--- config.mk ---
export PLATFORM = sky130hd
export DESIGN_NAME = mont_exp_ctrl
export DESIGN_NICKNAME = d
export VERILOG_FILES = /design/src/rtl/mont_exp_pkg.sv /design/src/rtl/exp_bit_scanner.sv /design/src/rtl/mont_exp_ctrl.sv
export SDC_FILE = /design/constraint.sdc
export NUM_CORES = 2
export LEC_CHECK = 0
export CORE_AREA = 4 4 401 403
export CTS_BUF_LIST = sky130_fd_sc_hd__clkbuf_4 sky130_fd_sc_hd__clkbuf_8
export DETAILED_ROUTE_END_ITERATION = 8
export DIE_AREA = 0 0 405 407
export PLACE_DENSITY = 0.58
export SYNTH_ARGS = -nofsm -noshare
export SYNTH_HDL_FRONTEND = slang
export SYNTH_SLANG_ARGS = --single-unit
--- constraint.sdc ---
create_clock -name clk -period 3.7 [get_ports clk]
set_input_delay 0.74 -clock clk [delete_from_list [all_inputs] [get_ports clk]]
set_output_delay 0.74 -clock clk [all_outputs]
set_load 0.03 [all_outputs]
--- src/rtl/mont_exp_pkg.sv ---
// Shared types for the Montgomery exponentiation sequencer: operand selects,
// write destinations, FSM states and the internal operation code.
package mont_exp_pkg;

  typedef enum logic [2:0] {
    OP_M   = 3'd0,
    OP_X   = 3'd1,
    OP_A   = 3'd2,
    OP_R2  = 3'd3,
    OP_ONE = 3'd4
  } op_sel_t;

  typedef enum logic [1:0] {
    DST_NONE = 2'd0,
    DST_X    = 2'd1,
    DST_A    = 2'd2
  } dst_t;

  typedef enum logic [2:0] {
    IDLE  = 3'd0,
    ISSUE = 3'd1,
    WAIT  = 3'd2,
    WRITE = 3'd3,
    NEXT  = 3'd4,
    FIN   = 3'd5
  } state_t;

  typedef enum logic [2:0] {
    MM_INIT = 3'd0,
    MM_CONV = 3'd1,
    MM_SQ   = 3'd2,
    MM_MUL  = 3'd3,
    MM_POST = 3'd4
  } mm_op_t;

  function automatic op_sel_t sel_a_of(input mm_op_t op);
    op_sel_t sel;
    case (op)
      MM_INIT: sel = OP_R2;
      MM_CONV: sel = OP_M;
      MM_SQ:   sel = OP_A;
      MM_MUL:  sel = OP_A;
      MM_POST: sel = OP_A;
      default: sel = OP_ONE;
    endcase
    return sel;
  endfunction

  function automatic op_sel_t sel_b_of(input mm_op_t op);
    op_sel_t sel;
    case (op)
      MM_INIT: sel = OP_ONE;
      MM_CONV: sel = OP_R2;
      MM_SQ:   sel = OP_A;
      MM_MUL:  sel = OP_X;
      MM_POST: sel = OP_ONE;
      default: sel = OP_ONE;
    endcase
    return sel;
  endfunction

  // Only the base conversion lands in X; everything else accumulates into A.
  function automatic dst_t dst_of(input mm_op_t op);
    dst_t dst;
    case (op)
      MM_CONV: dst = DST_X;
      MM_INIT: dst = DST_A;
      MM_SQ:   dst = DST_A;
      MM_MUL:  dst = DST_A;
      MM_POST: dst = DST_A;
      default: dst = DST_NONE;
    endcase
    return dst;
  endfunction

endpackage

--- src/rtl/exp_bit_scanner.sv ---
// Exponent shift register with bit-index counter: presents the current
// exponent bit (MSB first) and flags when the index has reached bit 0.
module exp_bit_scanner #(
  parameter int E = 1024
) (
  input  logic         i_clk,
  input  logic         i_rst,
  input  logic         i_ce,
  input  logic         i_load,
  input  logic         i_shift,
  input  logic [E-1:0] i_exp,
  output logic         o_cur_bit,
  output logic         o_last_bit
);

  localparam int IW = (E > 1) ? $clog2(E) : 1;

  logic [E-1:0]  r_sr;
  logic [IW-1:0] r_idx;

  // Load on accepted start; shifting stops at bit 0 so the index never wraps.
  always_ff @(posedge i_clk) begin
    if (i_rst) begin
      r_sr  <= {E{1'b0}};
      r_idx <= {IW{1'b0}};
    end else if (i_ce) begin
      if (i_load) begin
        r_sr  <= i_exp;
        r_idx <= IW'(E - 1);
      end else if (i_shift && (r_idx != {IW{1'b0}})) begin
        r_sr  <= r_sr << 1'b1;
        r_idx <= r_idx - IW'(1);
      end
    end
  end

  assign o_cur_bit  = r_sr[E-1];
  assign o_last_bit = (r_idx == {IW{1'b0}});

endmodule

--- src/rtl/mont_exp_ctrl.sv ---
// Left-to-right square-and-multiply sequencer driving an external Montgomery
// multiplier; all outputs are registered and frozen while ce is low.
module mont_exp_ctrl
  import mont_exp_pkg::*;
#(
  parameter int E = 1024
) (
  input  logic         clk,
  input  logic         rst,
  input  logic         ce,
  input  logic         start,
  input  logic [E-1:0] exp,
  input  logic         mm_ready_next,
  output logic         mm_start,
  output logic [2:0]   mm_sel_a,
  output logic [2:0]   mm_sel_b,
  output logic         wr_en,
  output logic [1:0]   wr_dst,
  output logic         busy,
  output logic         done
);

  state_t  r_state;
  state_t  w_state_nxt;
  mm_op_t  r_op;
  mm_op_t  w_op_d;
  mm_op_t  w_op_after;
  logic    w_load;
  logic    w_shift;
  logic    w_cur_bit;
  logic    w_last_bit;

  logic    r_mm_start;
  logic    r_wr_en;
  logic    r_busy;
  logic    r_done;
  op_sel_t r_sel_a;
  op_sel_t r_sel_b;
  dst_t    r_wr_dst;
  logic    w_mm_start_d;
  logic    w_wr_en_d;
  logic    w_busy_d;
  logic    w_done_d;
  op_sel_t w_sel_a_d;
  op_sel_t w_sel_b_d;
  dst_t    w_wr_dst_d;

  exp_bit_scanner #(.E(E)) u_scan (
    .i_clk      (clk),
    .i_rst      (rst),
    .i_ce       (ce),
    .i_load     (w_load),
    .i_shift    (w_shift),
    .i_exp      (exp),
    .o_cur_bit  (w_cur_bit),
    .o_last_bit (w_last_bit)
  );

  // State and current-operation registers.
  always_ff @(posedge clk) begin
    if (rst) begin
      r_state <= IDLE;
      r_op    <= MM_INIT;
    end else if (ce) begin
      r_state <= w_state_nxt;
      r_op    <= w_op_d;
    end
  end

  // Next state, next operation and scanner control.
  always_comb begin
    w_state_nxt = r_state;
    w_op_after  = r_op;
    w_shift     = 1'b0;
    w_load      = (r_state == IDLE) && start;

    case (r_op)
      MM_INIT: w_op_after = MM_CONV;
      MM_CONV: w_op_after = MM_SQ;
      MM_SQ: begin
        if (w_cur_bit) begin
          w_op_after = MM_MUL;
        end else if (w_last_bit) begin
          w_op_after = MM_POST;
        end else begin
          w_op_after = MM_SQ;
          w_shift    = (r_state == NEXT);
        end
      end
      MM_MUL: begin
        if (w_last_bit) begin
          w_op_after = MM_POST;
        end else begin
          w_op_after = MM_SQ;
          w_shift    = (r_state == NEXT);
        end
      end
      MM_POST: w_op_after = MM_POST;
      default: w_op_after = MM_INIT;
    endcase

    case (r_state)
      IDLE: begin
        if (start) begin
          w_state_nxt = ISSUE;
        end else begin
          w_state_nxt = IDLE;
        end
      end
      ISSUE: w_state_nxt = WAIT;
      WAIT: begin
        if (mm_ready_next) begin
          w_state_nxt = WRITE;
        end else begin
          w_state_nxt = WAIT;
        end
      end
      WRITE: w_state_nxt = NEXT;
      NEXT: begin
        if (r_op == MM_POST) begin
          w_state_nxt = FIN;
        end else begin
          w_state_nxt = ISSUE;
        end
      end
      FIN:     w_state_nxt = IDLE;
      default: w_state_nxt = IDLE;
    endcase

    if (w_load) begin
      w_op_d = MM_INIT;
    end else if (r_state == NEXT) begin
      w_op_d = w_op_after;
    end else begin
      w_op_d = r_op;
    end
  end

  // Output values for the state being entered; operand selects only change
  // on entry to ISSUE so they stay stable through the matching WRITE.
  always_comb begin
    w_mm_start_d = (w_state_nxt == ISSUE);
    w_wr_en_d    = (w_state_nxt == WRITE);
    w_busy_d     = (w_state_nxt inside {ISSUE, WAIT, WRITE, NEXT});
    w_done_d     = (w_state_nxt == FIN);

    if (w_state_nxt == ISSUE) begin
      w_sel_a_d = sel_a_of(w_op_d);
      w_sel_b_d = sel_b_of(w_op_d);
    end else begin
      w_sel_a_d = r_sel_a;
      w_sel_b_d = r_sel_b;
    end

    if (w_state_nxt == WRITE) begin
      w_wr_dst_d = dst_of(r_op);
    end else begin
      w_wr_dst_d = DST_NONE;
    end
  end

  // Output registers.
  always_ff @(posedge clk) begin
    if (rst) begin
      r_mm_start <= 1'b0;
      r_wr_en    <= 1'b0;
      r_busy     <= 1'b0;
      r_done     <= 1'b0;
      r_sel_a    <= OP_ONE;
      r_sel_b    <= OP_ONE;
      r_wr_dst   <= DST_NONE;
    end else if (ce) begin
      r_mm_start <= w_mm_start_d;
      r_wr_en    <= w_wr_en_d;
      r_busy     <= w_busy_d;
      r_done     <= w_done_d;
      r_sel_a    <= w_sel_a_d;
      r_sel_b    <= w_sel_b_d;
      r_wr_dst   <= w_wr_dst_d;
    end
  end

  assign mm_start = r_mm_start;
  assign mm_sel_a = r_sel_a;
  assign mm_sel_b = r_sel_b;
  assign wr_en    = r_wr_en;
  assign wr_dst   = r_wr_dst;
  assign busy     = r_busy;
  assign done     = r_done;

endmodule

==> run metrics <==
status=completed; first-pass GRT wire length=approximately 250 mm; Relative slew margins=0.397; root buffer cell=clkbuf_8; PortBufs=roughly 1000; Post-Route WL=168 mm; Via density=between 5 and 6; CP startpoint=wr_dst[0]$_SDFFE_PP0P_; Yosys warnings=0; Ports=between 1000 and 1500; H-tree Lvls=4; CP Launch Type=flip-flop; fraction of power spent switching nets=0.299; largest net degree at the start of global routing=~170; Synth async-reset ratio=0; share of power burned in registers=0.427; Final min period=2.79 ns; Primary FF master, synth=dfxtp_1; drt wl/cell=about 19 µm; CP Depth=1; vias in the first global route=between 40000 and 50000; area taken by multi-input logic gates=between 0.02 and 0.025 mm²; Sink Count=around 1100; CP arrival=just over 2 ns; die height=a little over 400 µm; worst reg-to-reg path cell count=7; WL met3=around 11 mm; worst stage delay on the critical path=0.86 ns; initial core utilization=0.290; Worst R2R Start=r_state[2]$_SDFFE_PP0P_; Placeable Area=between 0.15 and 0.2 mm²; Fin. Hold Viols=0; WL met1=~70 mm; worst path required time=2.96 ns; Post-synth EDFFs=0; CTS Buffer Depth=3; most frequent cells in the layout=2060 x nand2_1, 1052 x dfxtp_1, 1041 x nor2_1; 1st-pass router iterations=7; crit end category=output pin; Sw Pwr=9.22 mW; Final Max Slew Viols=0; Post-Synthesis Cells=about 6000; Cell Rows=around 150; post-layout net count=just under 8000; mapped cell area=between 0.04 and 0.05 mm²; clk_skew=between 0.04 and 0.05 ns; Unique masters post-synth=53; LEAKAGE=20.2 nW; layout cell share with drive strength beyond 1=0.0838; DR WL met2=80.3 mm; critical path endpoint=wr_dst[0]; RSZ-0062 raised after global routing=false; fillcell total=16058; worst-path fanout max=2; clock-pin slew of the registers on the worst-case setup and hold paths=~0.070 ns; crit path cell chain=clkdlybuf4s50_1; gr ovfl total=0; synthesis-to-finish area growth=35.4%; initial drt markers=between 3000 and 4000; syn avg cell area=7.78 µm²; top cells by area, synth=dfxtp_1 46%, a311oi_1 18%, nand2_1 17%; Die ar.=~0.16 mm²; placed cells=8532; initial antenna violation count=40; WP buf/inv=1; DRT antenna net count=0; Seq. cell area=between 0.02 and 0.025 mm²; post-synthesis sequential area ratio=0.461; internal power=between 20 and 25 mW; RR Endpoint=u_scan.r_sr[343]$_SDFFE_PP0P_; detailed placer's ending HPWL=around 120 mm; Fin Hold WS=0.413 ns; post-CTS sizing=0; Slowest-stage cell, CP=clkdlybuf4s50_1; type of the worst setup path=flip-flop to output pin; setup slack, reg-to-reg=0.97 ns; TritonCTS buffer count=188; Yosys top cell area share=0.461; final cell count without fillers=8887; post-CTS setup buffer count=0; Max-Cap Viols=0; Comb pwr share=0.196; Top Metal Used=met5; hold buffer count at CTS=0; fmax=around 0.36 GHz; PwrDens=approximately 500 mW/mm²; DIE WIDTH=just over 400 µm; # setup viols final=0; CTS tree=built; min-delay worst type=input port to flip-flop; register bit total from synthesis=approximately 1100; setup_tns=0 ns; Tcrit/Tclk final=0.754; GR Util All Layers=0.192; clock network fraction of total power=0.377; Synth Net Count=about 6900; commonest non-fill, non-tap cell in the layout=nand2_1; peak supply drop=between 300 and 400 µV; area leader, netlist=dfxtp_1; CP top delay family=buffers and inverters; residual DRC count=0; Clock Latency Late Sink=around 0.90 ns; gpl congestion=about 0.86; Worst-Margin Slew=approximately 0.90 ns; Vias=about 45000
[registers in the layout, summed over array words and instances (netlist names)]
| name | count |
|---|---|
| u_scan.r_sr | 1024 |
| r_state | 3 |
| done | 1 |
| u_scan.r_idx | 10 |
| busy | 1 |
| wr_dst | 2 |
| mm_start | 1 |
| wr_en | 1 |
| r_op | 3 |
| mm_sel_a | 3 |
| mm_sel_b | 3 |
[layer usage]
layer / global-route usage / up-vias
met4: 0.0800 / 30
met1: 0.236 / 21257
met5: 0 / -
met2: 0.318 / 1299
met3: 0.0487 / 305
li1: - / 22043
[power by group through the flow]
stage / combinational [mW] / sequential, mW / clock [mW]
after floorplan: 3.80 / 13.2 / 0
after global placement: 5.98 / 13.3 / 0
after detailed placement: 6.07 / 13.4 / 0
after CTS: 6.09 / 13.1 / 12.0
after global routing: 6.73 / 13.3 / 12.5
final: 6.05 / 13.2 / 11.6
[synthesized netlist by cell type, drive strengths merged (2+ instances only)]
cell type / number
clkbuf: 409
nor2: 1041
or3b: 2
nand3b: 4
o41ai: 3
mux2i: 2
o21ai: 3
a32oi: 2
ha: 2
nand2b: 6
buf: 176
inv: 5
or2: 3
nor3b: 2
or4: 3
nor4: 4
xnor2: 2
nor2b: 4
a311oi: 1027
nor4b: 2
dfxtp: 1052
or4b: 2
a211oi: 3
nand3: 5
a21oi: 19
o31ai: 2
nand2: 2060
o21bai: 2
a211o: 3
nor3: 5
a31oi: 3
[area by class of cell]
class,count,area share
well taps,2072,0.0419
clock inverters,38,0.00609
repair buffers,1175,0.196
diodes,22,0.000890
flip-flops and latches,1052,0.341
clock buffers,295,0.0595
inverters,5,0.000303
multi-input cells,4228,0.355
[kinds of logic after synthesis]
| logic type | count (synthesis) | share of synthesized area |
|---|---|---|
| muxes | 3 | 0.000685 |
| and+or+nand+nor | 3144 | 0.262 |
| xor gates and xnor gates | 2 | 0.000384 |
| AOI/OAI and AO/OA | 1077 | 0.216 |
| DFF | 1052 | 0.461 |
| buffers and inverters | 590 | 0.0588 |
| adders and majority gates | 2 | 0.000548 |
[worst min-delay path by stage]
stage                                 from                      endpoint  slack [ns]  cells past startpoint
2_1_floorplan  u_scan.r_sr[0]$_SDFFE_PP0P_   u_scan.r_sr[0]$_SDFFE_PP0P_        0.43                      2
3_3_place_gp      mm_sel_a[2]$_SDFFE_PP1P_      mm_sel_a[2]$_SDFFE_PP1P_        0.44                      1
3_5_place_dp      mm_sel_a[2]$_SDFFE_PP1P_      mm_sel_a[2]$_SDFFE_PP1P_        0.45                      1
4_1_cts                                rst          r_op[0]$_SDFFE_PP0P_        0.28                      2
5_1_grt                            exp[68]  u_scan.r_sr[68]$_SDFFE_PP0P_        0.32                      3
6_report                               rst          r_op[0]$_SDFFE_PP0P_        0.41                      2
[metrics by stage]
| step | worst slack, ns | util | instance area [µm²] | power [mW] |
|---|---|---|---|---|
| floorplan | 1.38 | - | 45700 | 17.0 |
| global placement | 0.358 | 0.367 | 57700 | 19.3 |
| detailed placement | 0.377 | 0.367 | 57700 | 19.4 |
| CTS | 0.734 | 0.392 | 61800 | 31.2 |
| global route | 0.752 | 0.393 | 61800 | 32.5 |
| finish | 0.909 | 0.393 | 61800 | 30.8 |
(Power assumes the default switching activity.)
